==> config.mk <==
export PLATFORM = sky130hd
export DESIGN_NAME = sensor_conditioner
export DESIGN_NICKNAME = d
export VERILOG_FILES = /design/src/rtl/sensor_conditioner.sv
export SDC_FILE = /design/constraint.sdc
export NUM_CORES = 1
export LEC_CHECK = 0
export ABC_CLOCK_PERIOD_IN_PS = 4150
export CAP_MARGIN = 20
export CELL_PAD_IN_SITES_DETAIL_PLACEMENT = 0
export CELL_PAD_IN_SITES_GLOBAL_PLACEMENT = 1
export CORE_UTILIZATION = 53
export DETAILED_ROUTE_END_ITERATION = 12
export GPL_TIMING_DRIVEN = 0
export PLACE_DENSITY_LB_ADDON = 0.25
export SYNTH_ARGS = -nofsm -noshare
export SYNTH_HDL_FRONTEND = slang
export SYNTH_SLANG_ARGS = --single-unit
==> constraint.sdc <==
create_clock -name clk -period 4.15 [get_ports clk]
set_input_delay 1.0375 -clock clk [delete_from_list [all_inputs] [get_ports clk]]
set_output_delay 1.0375 -clock clk [all_outputs]
set_load 0.005 [all_outputs]
==> src/rtl/sensor_conditioner.sv <==
// Sensor front end: turns four raw, asynchronous patient sensors into a clean
// one-hot command level. It synchronises, debounces, checks dwell time, rejects conflicts and enforces a lockout.
module sensor_conditioner #(
  parameter int DEBOUNCE_CYCLES = 4,
  parameter int DWELL_CYCLES    = 8,
  parameter int LOCKOUT_CYCLES  = 8,
  parameter int CNT_W           = 16
) (
  input  logic       clk,
  input  logic       reset,
  input  logic [3:0] sensor_raw,
  output logic [3:0] sw_out,
  output logic       cmd_valid,
  output logic       conflict,
  output logic [1:0] state_dbg
);

  localparam logic [1:0] IDLE    = 2'd0;
  localparam logic [1:0] DWELL   = 2'd1;
  localparam logic [1:0] ACTIVE  = 2'd2;
  localparam logic [1:0] LOCKOUT = 2'd3;

  localparam logic [CNT_W-1:0] DB_LAST    = CNT_W'(DEBOUNCE_CYCLES - 1);
  localparam logic [CNT_W-1:0] DWELL_LAST = CNT_W'(DWELL_CYCLES - 1);
  localparam logic [CNT_W-1:0] LOCK_LAST  = CNT_W'(LOCKOUT_CYCLES - 1);

  logic [3:0]       sync1, sync2;
  logic [3:0]       db;
  logic [CNT_W-1:0] db_cnt [4];
  logic [1:0]       state;
  logic [3:0]       cap;
  logic [CNT_W-1:0] dwell_cnt;
  logic [CNT_W-1:0] lock_cnt;
  logic             multi;
  logic             one_hot;

  // Two-flop synchroniser for the asynchronous sensor levels.
  // NOTE: sequential state uses non-blocking (<=) so every flop samples pre-edge values.
  always_ff @(posedge clk or negedge reset) begin
    if (!reset) begin
      sync1 <= '0;
      sync2 <= '0;
    end else begin
      sync1 <= sensor_raw;
      sync2 <= sync1;
    end
  end

  // Per-channel debounce: a channel flips only after DEBOUNCE_CYCLES disagreeing samples in a row.
  // NOTE: the counter array is small and must start from zero, so it is reset element by element.
  always_ff @(posedge clk or negedge reset) begin
    if (!reset) begin
      db <= '0;
      for (int i = 0; i < 4; i++) db_cnt[i] <= '0;
    end else begin
      for (int i = 0; i < 4; i++) begin
        if (sync2[i] != db[i]) begin
          if (db_cnt[i] == DB_LAST) begin
            db[i]     <= ~db[i];
            db_cnt[i] <= '0;
          end else begin
            db_cnt[i] <= db_cnt[i] + 1'b1;
          end
        end else begin
          db_cnt[i] <= '0;
        end
      end
    end
  end

  // x & (x-1) clears the lowest set bit; a non-zero result means two or more channels are active.
  always_comb begin
    multi   = (db & (db - 4'd1)) != 4'd0;
    one_hot = (db != 4'd0) && !multi;
  end

  always_ff @(posedge clk or negedge reset) begin
    if (!reset) begin
      state     <= IDLE;
      cap       <= '0;
      dwell_cnt <= '0;
      lock_cnt  <= '0;
      sw_out    <= '0;
      cmd_valid <= 1'b0;
      conflict  <= 1'b0;
    end else begin
      cmd_valid <= 1'b0;
      conflict  <= ((state == IDLE) || (state == DWELL)) && multi;
      case (state)
        IDLE: begin
          if (one_hot) begin
            state     <= DWELL;
            cap       <= db;
            dwell_cnt <= '0;
          end
        end
        DWELL: begin
          if (db != cap) begin
            state <= IDLE;
          end else if (dwell_cnt == DWELL_LAST) begin
            state     <= ACTIVE;
            sw_out    <= cap;
            cmd_valid <= 1'b1;
          end else begin
            dwell_cnt <= dwell_cnt + 1'b1;
          end
        end
        ACTIVE: begin
          if (db != cap) begin
            state    <= LOCKOUT;
            sw_out   <= '0;
            lock_cnt <= '0;
          end
        end
        default: begin
          // Lockout counter saturates, so a held input simply parks here until every channel releases.
          if (lock_cnt >= LOCK_LAST) begin
            if (db == 4'd0) state <= IDLE;
          end else begin
            lock_cnt <= lock_cnt + 1'b1;
          end
        end
      endcase
    end
  end

  assign state_dbg = state;

endmodule
## Word level (Yosys, flattened, before mapping)

Index checks and enable logic that the tools add are counted.

- Add/sub/neg operators: 7
- Bitwise gates (word level): 6
- Equality and inequality tests: 19
- Magnitude comparators: 1
- Reduce and logical (&&, ||, !) cells: 22
- Muxes and demuxes: 29

Operator list:

| kind | number |
|---|---|
| $mux 16 | 13 |
| $add 16x1->16 const B | 6 |
| $eq 16x2->1 const B | 4 |
| $pmux 16 s2 | 2 |
| $eq 16x3->1 const B | 1 |
| $ge 16x3->1 const B | 1 |
| $reduce_bool 4->1 | 4 |
| $mux 2 | 6 |
| $mux 4 | 3 |
| $reduce_and 2->1 | 5 |
| $ne 2x2->1 const B | 4 |
| $pmux 4 s2 | 1 |
| $reduce_and 4->1 | 2 |
| $pmux 2 s3 | 1 |
| $not 1->1 | 5 |
| $reduce_and 5->1 | 1 |
| $and 4x4->4 | 1 |
| $logic_not 4->1 | 1 |
| $ne 1x1->1 | 4 |
| $ne 2x1->1 const B | 2 |
| $ne 4x4->1 | 1 |
| $reduce_bool 2->1 | 2 |
| $sub 4x1->4 const B | 1 |
| $mux 1 | 3 |
| other kinds (9) | 10 |

- Logic and storage cells: 101
- Bits in registers: 120
- Input port bits: 6

## Depth between registers and ports, before layout

Gate-level depths: netlist (run 1).

- Word-level depth: 7
- Gate-level depth with buffers: 7
- Mapped depth without buffers: 6

## Worst setup path after synthesis (run 1)

OpenSTA, ideal clock, no wires.

- Path kind: flip-flop to flip-flop
- Start point: reg db[0]
- End point: reg dwell_cnt[3]
- Library setup time: 0.125 ns
- Data required time: 4.025 ns
- Arrival: 1.607 ns
- Period minus slack after synthesis: 1.731 ns
- Setup slack: 2.419 ns
- Stages on the path, launching flop included: 8
- Path through: dfrtp_1 buf_6 xnor2_2 and4_1 buf_6 nand3_1 nor2_1 mux2_2

- Cells in the longest elaborated chain, start to end: 7
- Elaborated cells between the ends (all ways): 10
- Classes of those cells: 1 x add/sub; 3 x eq/ne; 1 x bitwise; 5 x reduce/logical

Ends and longest elaborated chain:

| element | line | source |
|---|---|---|
| from (decl) | 28 | `logic [3:0] db;` |
| from (signal, indexed assignment) | 59 | `db[i] <= ~db[i];` |
| $sub 4x1->4 | 73 | `multi = (db & (db - 4'd1)) != 4'd0;` |
| $and 4x4->4 | 73 |  |
| $reduce_bool 4->1 | 73 |  |
| $logic_not 1->1 | 74 | `one_hot = (db != 4'd0) && !multi;` |
| $logic_and 1x1->1 | 74 |  |
| $ne 2x2->1 (no source line) | -- |  |
| $reduce_and 4->1 (no source line) * | -- |  |
| to (signal assigned) | 105 | `dwell_cnt <= dwell_cnt + 1'b1;` |
| to (decl) | 32 | `logic [CNT_W-1:0] dwell_cnt;` |

Every way passes the cells marked *; elsewhere a longest branch is shown, timed or not.
A chain may end at the register's enable or synchronous reset.

## Final worst setup path (run 1)

- Start point: reg state[0], in the netlist state_dbg[0]
- End point: out state_dbg[0]

RTL lines:

| element | line | source |
|---|---|---|
| from (decl) | 30 | `logic [1:0] state;` |
| from (signal assigned) | 79 | `state <= IDLE;` |
| from (signal assigned) | 92 | `state <= DWELL;` |
| from (signal assigned) | 99 | `state <= IDLE;` |
| to (decl) | 15 | `output logic [1:0] state_dbg` |

No word-level cell between the ends.

==> results.yml, run 1 <==
floorplanning:
  fp.coreArea_mm2: 0.0103
  die_h_um: 105
  dieArea_mm2: 0.0111
  pin_count: 14
  dieWidth_um: 105
  start_util_pct: 54.7
  row_count: 37
status:
  outcome: "finished, final reports clean"
clocking:
  htreeDepth: 4
  post_cts_buffers: 0
  clk_latency_ps: 530
  cts_root_buffer: "clkbuf_8"
  clockBufferDepth: 2
  cts_tree: "yes"
  numCtsBuffers: 17
  cts_hold_buf: 0
  path_clk_slew_ps: 50
  clock_sinks: 120
  post_cts_resized: 0
placement:
  post-place-ws_ps: 2050
  gp_congestion: 0.768
  hpwl_um: 6770
  dpl_cell_area_mm2: 0.00598
  io_buffers: 13
sta:
  min_period_ps: 2620
  rsz0062_at_grt: "no"
  slew_violations: 0
  period_share_pct: 63.2
  hold_violations: 0
  clock-skew-final_ps: 7.73
  tns_ps: 0
  final.setup.worst_slack_ps: 1530
  worst_slew_pin_slew_ps: 569
  finalSetupViolations: 0
  maxSlewHeadroom_pct: 62.1
  fin_hold_ws_ps: 348
  fmax_ghz: 0.381
yosys:
  synth_area_mm2: 0.00565
  synth_most_common_cell: "dfrtp_1"
  yosysSeqAreaShare_pct: 53.1
  synth_cells: 531
  synth.area.top_cells: "dfrtp_1 (53%), xor2_1 (7.6%), nor2_1 (5.1%)"
  yosysUniqueCellTypes: 48
  synth_edf_count: 0
  synth.avg_cell_area_um2: 10.6
  yosysWarnings: 0
  syn_nets: 543
  synth.ff_latch_count: 120
  synthArstFlopShare_pct: 100
  synth.top_cell.area_share_pct: 53.1
  synth_commonest_cells: "dfrtp_1 (120), nor2_1 (77), xor2_1 (49), nand3_1 (36), nand2_1 (31)"
  synth_top_cell_by_area: "dfrtp_1"
  synth-main-ff-cell: "dfrtp_1"
layout:
  drive_above_1_share_pct: 11.1
  area_growth_pct: 15.1
  num-nets-final: 576
  finish.instance_area_mm2: 0.00650
  num-fill-cells: 828
  n_antenna_cell: 0
worst_setup_path:
  crit_path_cell_trace: "clkdlybuf4s50_1"
  required_ps: 3110
  start_kind: "flop"
  criticalPathCategory: "flop to primary output"
  critPathTopFamily: "buffers and inverters"
  worst-path-buf-inv: 1
  critPathSlowestCell: "clkdlybuf4s50_1"
  reg2reg_depth: 6
  crit_fanout: 8
  crit_cells: 1
  critPathCaptureType: "primary output"
  arrival_ps: 1590
  max_stage_delay_ps: 560
global_route:
  track_usage_pct: 21.2
  antenna_found_initial: 0
  grt_pass1_vias: 3914
  grt-ovfl-total: 0
  grt_pass1_wl_um: 18300
  grt_max_degree: 62
hold_path:
  hp-class: "flop to flop"
  hold_depth: 0
drt:
  routed_wl_um: 10300
  num_vias: 3949
  vias_per_cell: 5.56
  drtAntennaViolNets: 0
  dr.pass1.iters: 4
  avgRoutedWirePerCell_um: 14.5
  drcViolationCount: 0
  drt_iter0_markers: 210
job:
  drv_cap: 0
power_and_ir_drop:
  power_density_mw_per_mm2: 544
  leakage_nw: 2.84
  ir_drop_mv: 0.317
  total_power_mw: 3.54
-- report_power, final --
group          total (mW)  switching (mW)  internal, mW  leakage (nW)
Combinational       0.854           0.489         0.366         0.951
Sequential           1.38           0.107          1.28          1.63
Clock                1.30           0.495         0.808         0.258
Total                3.54            1.09          2.45          2.84
-- layout by cell type, fill, tap and decap left out, types with 8 or more instances in the layout --
cell and instances:
mux2_2 9, clkdlybuf4s50_1 12, inv_1 8, nand4_1 27
o21ai_0 14, dfrtp_1 120, nand3_1 36, nor2_1 77
and3_1 12, clkbuf_16 16, and4_1 9, xnor2_1 16
xor2_1 49, clkbuf_1 9, nand2_1 31, nor4_1 18
and2_1 14, nor3_1 10
-- per-stage QoR --
stage / utilization, % / cells
finish: 63.0 / 710
global route: 63.0 / 710
CTS: 63.0 / 710
detailed placement: 57.9 / 681
global placement: 57.7 / 680
floorplan: - / 531
-- sequential cells by signal, summed over array words and instances (netlist names) --
name,cells
db_cnt,64
dwell_cnt,16
lock_cnt,16
cap,4
db,4
sw_out,4
sync1,4
sync2,4
state_dbg,2
cmd_valid,1
conflict,1
-- layout make-up --
class | count | area (µm²) | share of cell area [%]
sequential | 120 | 3000 | 46.2
clock buffer | 20 | 445 | 6.85
multi-input combinational | 385 | 2470 | 38.0
buffer | 18 | 146 | 2.25
tap | 136 | 170 | 2.62
timing repair buffer | 14 | 159 | 2.44
clock inverter | 9 | 78.8 | 1.21
inverter | 8 | 30.0 | 0.462
-- kinds of logic after synthesis --
family / after synthesis / share of synthesized area [%]
xor+xnor: 69 / 11.2
mux: 11 / 2.15
simple gates: 268 / 25.7
compound gates: 30 / 3.17
fa+ha+maj: 7 / 1.51
flops: 120 / 53.1
buf+inv: 26 / 3.12
-- final timing paths --
path / startpoint / end / slack (ps)
max: state_dbg[0] / state_dbg[0] / 1530
min: sync1[3] / sync2[3] / 350
max reg2reg: db_cnt[48] / db_cnt[58] / 2160
min reg2reg: sync1[3] / sync2[3] / 350
max in group asynchronous: reset / db_cnt[58] / 3000
min in group asynchronous: reset / dwell_cnt[6] / 480
-- metal layers --
layer | routed length (µm) | track usage [%] | share of wire (%) | vias to the layer above
met5 | 0 | 0 | 0 | -
met3 | 313 | 6.12 | 3.0 | 15
met4 | 151 | 8.05 | 1.5 | 0
met1 | 4900 | 27.9 | 47 | 1959
li1 | - | - | - | 1924
met2 | 4950 | 33.2 | 48 | 51
No activity file was read; power rests on OpenSTA's default activity.
==> inputs of run 2 (changes only) <==
ABC_CLOCK_PERIOD_IN_PS = 2500   (was 4150)
CORE_UTILIZATION = 50   (was 53)
clock period = 2.5 ns   (was 4.15 ns; I/O delays follow)
==> run 2 against run 1 <==
Net effect: hold slack worse by 310 ps; setup slack worse by 1100 ps; total power up 76%; combinational power up 65%; first-iteration DRC count down 21%; highest routed layer unchanged.
==> results.yml, run 2 (synthesis results as in run 1) <==
status:
  outcome: "finished, final reports clean"
power_and_ir_drop:
  ir_drop_mv: 0.600
  pwr-share-seq_pct: 36.7
  power_density_mw_per_mm2: 945
  switching_share_pct: 29.3
  leakage_nw: 2.87
  p_sw_mw: 1.83
  clkPwrFrac_pct: 40.6
  pwr-share-comb_pct: 22.6
  cell_internal_pwr_mw: 4.41
  total_power_mw: 6.24
placement:
  hpwl_um: 6830
  gp_congestion: 0.801
  dp_cells: 685
  io_buffers: 13
global_route:
  grt_pass1_vias: 4001
  grt_pass1_wl_um: 18700
  use_met3_pct: 5.97
  met2_usage_pct: 34.4
  grtUsageMet1_pct: 25.5
  grt_max_degree: 104
  antenna_found_initial: 0
  grt-ovfl-total: 0
  grt_busiest_layer: "met2"
  track_usage_pct: 20.7
floorplanning:
  die_h_um: 108
  row_count: 38
  fp.coreArea_mm2: 0.0109
  dieArea_mm2: 0.0117
  pin_count: 14
  start_util_pct: 51.7
  dieWidth_um: 108
worst_setup_path:
  critPathTopFamily: "buffers and inverters"
  arrival_ps: 1480
  crit_fanout: 8
  max_stage_delay_ps: 570
  worst-path-buf-inv: 1
  critPathSlowestCell: "clkdlybuf4s50_1"
  start_kind: "flop"
  rrSetupSlack_ps: 480
  required_ps: 1880
  critPathCaptureType: "primary output"
  criticalPathCategory: "flop to primary output"
  crit_path_cell_trace: "clkdlybuf4s50_1"
hold_path:
  hp-class: "primary input to asynchronous set/reset pin"
clocking:
  cts_hold_buf: 0
  cts_tree: "yes"
  clockBufferDepth: 2
  path_clk_slew_ps: 50
  htreeDepth: 4
  post_cts_resized: 0
  numCtsBuffers: 17
  post_cts_buffers: 0
  cts_root_buffer: "clkbuf_16"
  clock_sinks: 120
  clk_latency_ps: 410
drt:
  vias_per_cell: 5.48
  dr.pass1.iters: 4
  avgRoutedWirePerCell_um: 14.5
  drtAntennaViolNets: 0
  num_vias: 3925
  routed_wl_um: 10400
  drt_iter0_markers: 166
  drcViolationCount: 0
sta:
  fmax_ghz: 0.475
  rsz0062_at_grt: "no"
  hold_violations: 0
  period_share_pct: 84.3
  min_period_ps: 2110
  slew_violations: 0
  worst_slew_pin_slew_ps: 519
  finalSetupViolations: 0
  clock-skew-final_ps: 6.25
  tns_ps: 0
  maxSlewHeadroom_pct: 65.4
layout:
  num-nets-final: 576
  fin_util_pct: 60.4
  drive_above_1_share_pct: 11.3
  most-common-layout-cells: "dfrtp_1 (120), nor2_1 (77), xor2_1 (49)"
  regMostFlops: "db_cnt"
  final_cells: 716
  largest_reg_flops: 64
  final_common_cell: "dfrtp_1"
  n_antenna_cell: 0
  num-fill-cells: 887
  area_growth_pct: 16.9
  top_regs: "db_cnt (64), dwell_cnt (16), lock_cnt (16)"
job:
  drv_cap: 0
-- run 2: cell count changes in the layout (fill, tap and decap cells not counted) --
| cell | delta |
|---|---|
| clkbuf_16 | +1 |
| clkbuf_8 | -2 |
| clkinv_2 | -4 |
| bufinv_16 | +3 |
| clkinv_4 | +2 |
| clkinvlp_4 | +1 |
| clkbuf_1 | +1 |
-- run 2: path summary, 6_finish.rpt --
| path | from | to | cells past startpoint |
|---|---|---|---|
| max | state_dbg[0] | state_dbg[0] | 1 |
| min | reset | dwell_cnt[13] | 1 |
| max reg2reg | db_cnt[48] | db_cnt[56] | 6 |
| min reg2reg | sync1[3] | sync2[3] | 0 |
| max in group asynchronous | reset | state_dbg[1] | 2 |
| min in group clk | sync1[3] | sync2[3] | 0 |
-- run 2: layout make-up --
cell class	count	area (µm²)	area share, %
Buffer	18	146	2.22
Clock buffer	20	447	6.76
Clock inverter	11	174	2.63
Inverter	8	30.0	0.455
Multi-Input combinational cell	385	2470	37.4
Sequential cell	120	3000	45.5
Tap cell	140	175	2.65
Timing Repair Buffer	14	159	2.41
-- run 2: power by group through the flow --
stage	logic [mW]	clock network, mW	registers (mW)
6_report	1.41	2.54	2.29
5_1_grt	1.58	2.68	2.32
4_1_cts	1.43	2.60	2.29
3_5_place_dp	1.42	0	2.32
3_3_place_gp	1.39	0	2.32
2_1_floorplan	1.08	0	2.29
-- run 2: routing by layer --
metal	part of all wire, %	vias to the layer above	wire length [µm]
met5	0	-	0
met2	50	36	5180
met4	1.4	0	143
li1	-	1924	-
met1	46	1953	4830
met3	2.4	12	249
-- run 2: metrics by stage --
step / setup slack [ps] / instance area [µm²] / hold WS [ps]
final: 393 / 6610 / 42.8
after global routing: 239 / 6610 / 41.9
after CTS: 380 / 6610 / 32.6
after detailed placement: 482 / 5990 / 335
after global placement: -3700 / 5960 / 333
after floorplan: 769 / 5650 / 329
==> inputs of run 3 (changes only) <==
ABC_CLOCK_PERIOD_IN_PS = 1750   (was 2500)
CORE_UTILIZATION = 45   (was 50)
clock period = 1.75 ns   (was 2.5 ns; I/O delays follow)
==> run 3 against run 2 <==
Net effect: critical path depth rose by 5; the flow now finishes with violations (hold timing, setup timing); critical endpoint is now cap[1]; largest cell class unchanged; sequential cell count did not move; hold slack got worse by 60 ps.
==> results.yml, run 3 (synthesis results as in run 1) <==
power_and_ir_drop:
  cell_internal_pwr_mw: 7.18
  total_power_mw: 10.3
  pwr-share-comb_pct: 31.3
  switching_share_pct: 30.6
  leakage_nw: 3.20
  p_sw_mw: 3.17
  pwr-share-seq_pct: 32.0
  power_density_mw_per_mm2: 1410
  ir_drop_mv: 1.10
  clkPwrFrac_pct: 36.8
clocking:
  clockBufferDepth: 2
  clock_sinks: 120
  cts_root_buffer: "clkbuf_16"
  htreeDepth: 4
  cts_tree: "yes"
  path_clk_slew_ps: 60
  clk_latency_ps: 410
  numCtsBuffers: 17
drt:
  drcViolationCount: 0
  routed_wl_um: 11300
  drtAntennaViolNets: 0
  avgRoutedWirePerCell_um: 14.5
  dr.pass1.iters: 4
  num_vias: 4089
  vias_per_cell: 5.21
  drt_iter0_markers: 240
status:
  outcome: "finished, violations left"
  violations: "hold timing, setup timing"
layout:
  final_common_cell: "dfrtp_1"
  fin_util_pct: 60.8
  num-nets-final: 616
  top_regs: "db_cnt (64), dwell_cnt (16), lock_cnt (16)"
  drive_above_1_share_pct: 24.5
  area_growth_pct: 30.2
  largest_reg_flops: 64
  ff_latch_area_mm2: 0.00301
  regMostFlops: "db_cnt"
  num-fill-cells: 1020
  most-common-layout-cells: "dfrtp_1 (118), nor2_1 (66), xor2_1 (46)"
  n_antenna_cell: 0
  multi_input_area_mm2: 0.00278
sta:
  fin_hold_ws_ps: -17.5
  fmax_ghz: 0.562
  min_period_ps: 1780
  clock-skew-final_ps: 5.87
  tns_ps: -150
  finalSetupViolations: 12
  worst_slew_pin_slew_ps: 550
  hold_violations: 10
  period_share_pct: 102
  rsz0062_at_grt: "yes"
  final.setup.worst_slack_ps: -28.0
  slew_violations: 0
  maxSlewHeadroom_pct: 63.3
worst_setup_path:
  required_ps: 2040
  critPathTopFamily: "simple AND/OR/NAND/NOR gates"
  critPathCaptureType: "flop"
  critPathSlowestCell: "dfrtp_1"
  start_kind: "flop"
  crit_fanout: 7
  criticalPathCategory: "flop to flop"
  max_stage_delay_ps: 380
  crit_path_cell_trace: "buf_8 > nor4b_4 > a211oi_2 > nor3_2 > clkbuf_8 > mux2_4"
  reg2reg_depth: 6
  crit_cells: 6
  arrival_ps: 2070
  worst-path-buf-inv: 2
  r2r-start: "db[2]"
  crit_start: "db[2]"
hold_path:
  hp-class: "primary input to asynchronous set/reset pin"
placement:
  gp_congestion: 0.823
  hpwl_um: 6800
  io_buffers: 13
floorplanning:
  pin_count: 14
  row_count: 40
  fp.coreArea_mm2: 0.0121
  dieWidth_um: 114
  start_util_pct: 46.7
  die_h_um: 114
  dieArea_mm2: 0.0130
global_route:
  antenna_found_initial: 0
  grt_max_degree: 63
  grt-ovfl-total: 0
  grt_pass1_vias: 4044
  track_usage_pct: 19.0
  grt_pass1_wl_um: 19300
job:
  drv_cap: 0
-- run 3: cell type report --
type                       count  share of cell area [%]
sequential                   120                    40.8
multi-input combinational    385                    37.7
timing repair buffer          55                    6.87
clock buffer                  18                    5.97
tap                          168                    2.86
clock inverter                14                    2.81
buffer                        17                    2.52
inverter                       8                   0.408
-- run 3: layer usage --
| metal | track usage, % | routed length, µm |
|---|---|---|
| met3 | 5.40 | 384 |
| met5 | 0 | 0 |
| met1 | 24.8 | 5170 |
| met4 | 6.06 | 183 |
| met2 | 30.6 | 5610 |
-- run 3: final timing paths --
| check | endpoint | slack (ps) |
|---|---|---|
| setup / recovery | cap[1] | -30 |
| hold / removal | dwell_cnt[7] | -20 |
| setup reg to reg | cap[1] | -30 |
| hold reg to reg | sync2[0] | 350 |
| max in group asynchronous | state_dbg[0] | 1070 |
| min in group clk | sync2[0] | 350 |
-- run 3: timing repair --
item | 4_1_cts | 5_1_grt
resized for setup | 26 | 62
setup endpoints to repair | 61 | 77
hold buffers | 0 | 0
pin swaps | 7 | 21
gates cloned | 0 | 2
setup buffers | 16 | 24
-- run 3: stage by stage --
stage                     cell area [µm²]  std cells  hold slack, ps  worst slack, ps
after floorplan                      5650        531             142             18.7
after global placement               5990        712             332            -4390
after detailed placement             6020        713             336             -237
after CTS                            6940        761            10.5            -10.2
after global routing                 7360        785            18.7            -83.1
final                                7360        785           -17.5            -28.0
-- run 3: power groups by stage --
| stage | sequential [mW] | clock (mW) | combinational [mW] |
|---|---|---|---|
| after global routing | 3.35 | 4.00 | 3.50 |
| after global placement | 3.32 | 0 | 1.99 |
| after detailed placement | 3.32 | 0 | 2.03 |
| after floorplan | 3.26 | 0 | 1.55 |
| after CTS | 3.30 | 3.88 | 2.67 |
| final | 3.31 | 3.81 | 3.23 |
-- run 3: worst reg2reg max path, delay by kind of cell, from the launching register on --
kind                   cells  cell delay [ps]
flip-flops                 1              380
AND/OR/NAND/NOR            2              510
buffers and inverters      2              370
multiplexers               1              310
AO/OA/AOI/OAI              1               90
